File: config.mk
export PLATFORM = sky130hd
export DESIGN_NAME = onehot_request_encoder
export DESIGN_NICKNAME = d
export VERILOG_FILES = /design/src/rtl/onehot_request_encoder.sv
export SDC_FILE = /design/constraint.sdc
export NUM_CORES = 1
export LEC_CHECK = 0
export CAP_MARGIN = 20
export CORE_ASPECT_RATIO = 1.1
export CORE_MARGIN = 2
export CORE_UTILIZATION = 48
export DETAILED_ROUTE_END_ITERATION = 8
export GPL_TIMING_DRIVEN = 1
export PLACE_DENSITY = 0.78
export SLEW_MARGIN = 20
export SYNTH_ARGS = -nofsm -noshare
export SYNTH_HDL_FRONTEND = slang
export SYNTH_SLANG_ARGS = --single-unit
File: constraint.sdc
create_clock -name clk -period 6 [get_ports clk]
set_input_delay 1.2 -clock clk [delete_from_list [all_inputs] [get_ports clk]]
set_output_delay 1.2 -clock clk [all_outputs]
set_load 0.01 [all_outputs]
File: src/rtl/onehot_request_encoder.sv
// onehot_request_encoder: sticky N-way request collector and one-hot -> binary encoder.
// Armed request pulses are held in pending. One pending request is offered per cycle
// as a binary index (sel) and a one-hot grant, under a valid/ready handshake.
// Ports:
//   clk           rising-edge clock
//   rst_n         asynchronous active-low reset
//   req           request pulses; bit i high at an edge arms request i
//   flush         synchronous clear of all pending and offered requests
//   ready         consumer accepts the current offer at this edge
//   valid         an offer is presented on sel/grant
//   sel           binary index of the offered request
//   grant         one-hot of sel while valid, else 0
//   pending       armed requests not yet offered
//   pending_count popcount of pending
module onehot_request_encoder #(
    parameter int SEL_WIDTH   = 4,
    parameter int REQ_WIDTH   = 16,
    parameter bit ROUND_ROBIN = 1'b0
) (
    input  logic                 clk,
    input  logic                 rst_n,
    input  logic [REQ_WIDTH-1:0] req,
    input  logic                 flush,
    input  logic                 ready,
    output logic                 valid,
    output logic [SEL_WIDTH-1:0] sel,
    output logic [REQ_WIDTH-1:0] grant,
    output logic [REQ_WIDTH-1:0] pending,
    output logic [SEL_WIDTH:0]   pending_count
);
    if (REQ_WIDTH > 2 ** SEL_WIDTH) begin : g_bad_width
        $error("REQ_WIDTH exceeds 2**SEL_WIDTH");
    end

    typedef enum logic {IDLE, OFFER} state_t;

    state_t               state, state_n;
    logic [SEL_WIDTH-1:0] sel_n, ptr, ptr_n, k;
    logic [REQ_WIDTH-1:0] grant_n, pending_n, cand, sh;
    logic                 found;
    int                   idx;

    assign valid = (state == OFFER);

    always_comb begin
        cand  = pending | req;
        found = 1'b0;
        k     = '0;
        idx   = 0;
        sh    = '0;
        // Scan from ptr (round-robin) or from 0 (fixed), wrapping at REQ_WIDTH.
        for (int i = 0; i < REQ_WIDTH; i++) begin
            idx = ROUND_ROBIN ? int'(ptr) + i : i;
            if (idx >= REQ_WIDTH) idx = idx - REQ_WIDTH;
            sh = cand >> idx;
            if (!found && sh[0]) begin
                found = 1'b1;
                k     = SEL_WIDTH'(idx);
            end
        end
        state_n   = state;
        sel_n     = sel;
        grant_n   = grant;
        pending_n = pending | req;
        ptr_n     = ptr;
        if (flush) begin
            state_n   = IDLE;
            grant_n   = '0;
            pending_n = '0;
        end else if (state == IDLE || ready) begin
            state_n   = found ? OFFER : IDLE;
            sel_n     = found ? k : sel;
            grant_n   = found ? REQ_WIDTH'(1) << k : '0;
            pending_n = found ? cand & ~(REQ_WIDTH'(1) << k) : '0;
            ptr_n     = found ? (k == SEL_WIDTH'(REQ_WIDTH - 1) ? '0 : k + SEL_WIDTH'(1)) : ptr;
        end
    end

    always_ff @(posedge clk or negedge rst_n) begin
        if (!rst_n) begin
            state         <= IDLE;
            sel           <= '0;
            grant         <= '0;
            pending       <= '0;
            pending_count <= '0;
            ptr           <= '0;
        end else begin
            state         <= state_n;
            sel           <= sel_n;
            grant         <= grant_n;
            pending       <= pending_n;
            pending_count <= (SEL_WIDTH + 1)'($countones(pending_n));
            ptr           <= ptr_n;
        end
    end
endmodule
==> flow_summary.json, run 1 <==
{
  "status": "finished clean",
  "clkSinkCount": 42,
  "crit_top_cell": "fa_1",
  "firstDrtPassIters": 4,
  "die_area_um2": 5262,
  "yosysWarnings": 0,
  "holdCritStartpoint": "grant[1]",
  "fin_nets": 337,
  "grtUsageTotal": 0.2194,
  "rsz0062_at_grt": "no",
  "wire_per_inst_um": 15.25,
  "synth_compound_gate_area_share": 0.1648,
  "initial_core_util": 0.4915,
  "r2r_end": "pending_count[4]",
  "ctsRootBufferMaster": "clkbuf_8",
  "synth_top_family_by_area": "simple AND/OR/NAND/NOR gates",
  "grt_overflow": 0,
  "synth_simple_gate_area_share": 0.2092,
  "drive_above_1_share": 0.1254,
  "finalSetupViolations": 0,
  "dp_hpwl_um": 4351,
  "hold_path_class": "flip-flop to flip-flop",
  "worst_hold_slack_ps": 479.4,
  "io_pins": 62,
  "path_clk_slew_ps": 80,
  "synth-xor-area-share": 0.007769,
  "muxShareOfSynthArea": 0,
  "grt_pass1_vias": 1932,
  "final_area_um2": 3144,
  "fin_util": 0.6855,
  "drtIter0Drc": 92,
  "vdd_ir_drop_max_uv": 200.0,
  "yosysSeqAreaShare": 0.4661,
  "vias": 1982,
  "min_period_ps": 5703,
  "area_growth_pct": 39.46,
  "synth.distinct_cells": 41,
  "cp_slowest_cell": "fa_1",
  "cts.path.max_buffers": 2,
  "syn-cell-area_um2": 2255,
  "cts_setup_buffers": 0,
  "die_w_um": 69.35,
  "finalPower_uw": 777.6,
  "reg2reg_slack_ps": 1240,
  "cts_made_buffers": 5,
  "drt-vias-per-instance": 5.521,
  "ys.flop_type": "dfrtp_1",
  "cap_viol_max_count": 0,
  "worst-path-buf-inv": 3,
  "synth_seq_cells": 42,
  "r2r-start": "pending[10]",
  "critPathArrivalTime_ps": 5940,
  "cts-htree-levels": 2,
  "cts_resized": 0,
  "synth_edf_count": 0,
  "cts_tree": "yes",
  "core_um2": 4587,
  "finalClockSkew_ps": 7.718,
  "placed_cell_area_um2": 3049,
  "numPortBuffers": 61,
  "p_per_area_nw_per_um2": 247.3,
  "worstSkewPairLatency_ps": 300,
  "avgSynthCellArea_um2": 10.20,
  "synthAdderAreaFrac": 0.1165,
  "crit_chain": "clkdlybuf4s50_1 > nor2_1 > nand4_1 > or2_1 > or3_4 > o21ai_1 > fa_1 > fa_1 > fa_1 > fa_1 > inv_1 > ha_1 > inv_1 > fa_1 > nor2b_1 > o21a_1",
  "drc": 0,
  "num_rows": 26,
  "cp-end-kind": "flip-flop",
  "drtAntennaViolNets": 0,
  "wl_um": 5474,
  "antenna_found_initial": 0,
  "cts_hold_buf": 0,
  "worstSetupEndpoint": "pending_count[4]",
  "r2r_cells": 15,
  "critPathMaxFanout": 6,
  "slew_violations": 0,
  "grt_max_degree": 43,
  "gp_congestion": 0.8499,
  "hold_viol": 0,
  "synth_fp_nets": 256,
  "antenna_cells": 0,
  "async_reset_ff_frac": 1.000,
  "worst_slew_pin_slew_ps": 899.4,
  "crit_start": "req[10]",
  "max_stage_delay_ps": 510,
  "worstSetupStartpointType": "input port",
  "cp.depth": 16,
  "syn_inst": 221,
  "cp_data_required_time_ps": 6240,
  "period_share": 0.9506,
  "cp_top_family": "adder cells",
  "whs_path_depth": 2,
  "relSlewSlack": 0.3982,
  "clock.fmax_ghz": 0.1753,
  "path_class": "input port to flip-flop",
  "die_y_um": 75.88,
  "grt_pass1_wl_um": 9018,
  "leakagePower_nw": 1.364
}
## metrics by stage
stage,setup TNS [ps],setup slack [ps],std cells
final,0,296.7,359
after detailed placement,-541.9,-167.9,351
after global routing,0,113.6,359
after floorplan,0,555.8,221
after global placement,-338.7,-103.7,351
after CTS,0,144.3,359
## how the worst min path moves through the flow
stage / to / slack, ps
5_1_grt: grant[8] / 520
3_3_place_gp: grant[1] / 460
4_1_cts: grant[1] / 480
3_5_place_dp: grant[1] / 460
6_report: grant[1] / 480
2_1_floorplan: grant[1] / 510
## layer usage
metal  vias to the layer above  wire, um  track usage
li1                        936         -            -
met1                       981      2393       0.2845
met2                        55      2750       0.3793
met3                        10       244      0.04101
met4                         0        85      0.07407
met5                         -         0            0
## cells by family (layout without fill, tap and decap cells)
family	count (synthesis)	after routing
xor gates and xnor gates	2	2
adders and majority gates	15	15
DFF	42	42
buffers and inverters	21	103
and+or+nand+nor	88	88
AOI/OAI and AO/OA	53	53
## registers in the layout, indices dropped and copies added, names as in the netlist
signal         cells
pending           16
grant             16
sel                4
valid              1
pending_count      5
## worst min-delay path: stages, from the launching register on
cell,delay [ps]
dfrtp_1,350
nand2_1,50
o41ai_1,50
## layout by cell type (no fill, tap or decap), types with 7 or more instances in the layout
cell type and n:
o31ai_1 7, o21ai_0 11, inv_1 15, fa_1 10
nand2_1 27, nor2_1 32, dfrtp_1 42, buf_4 19
a211oi_1 8, clkdlybuf4s50_1 60
## power by group
| group | leakage [nW] | internal (mW) | switching, mW | total, mW |
|---|---|---|---|---|
| clock network | 0.0452 | 0.0821 | 0.0982 | 0.180 |
| registers | 0.549 | 0.310 | 0.0141 | 0.324 |
| logic | 0.770 | 0.138 | 0.135 | 0.273 |
| total | 1.36 | 0.530 | 0.248 | 0.778 |
## cells in the mapped netlist (3+ instances only)
cell type | instances | area (um2)
a211o_1 | 4 | 35.03
a211oi_1 | 8 | 60.06
a21oi_1 | 5 | 25.02
a31oi_1 | 3 | 18.77
clkbuf_1 | 5 | 18.77
dfrtp_1 | 42 | 1051
fa_1 | 10 | 200.2
ha_1 | 5 | 62.56
inv_1 | 15 | 56.30
nand2_1 | 27 | 101.4
nand2b_1 | 3 | 18.77
nor2_1 | 32 | 120.1
nor3_1 | 5 | 25.02
nor4_4 | 3 | 63.81
o21ai_0 | 11 | 55.05
o31ai_1 | 7 | 52.55
or3_1 | 3 | 18.77
## area by class of cell
cell class                 instances  area [um2]
fill                             387        1443
multi-input combinational        158        1132
sequential                        42        1051
timing repair buffer              80       748.2
clock buffer                       6       72.57
tap                               56       70.07
inverter                          15       56.30
clock inverter                     2       13.76
No activity file was read; power rests on OpenSTA's default activity.
==> run 2: changes to the inputs <==
- ABC_AREA: unset -> 0
==> results of run 2 <==
Final layout, timing and power as in run 1 (identical DEF).
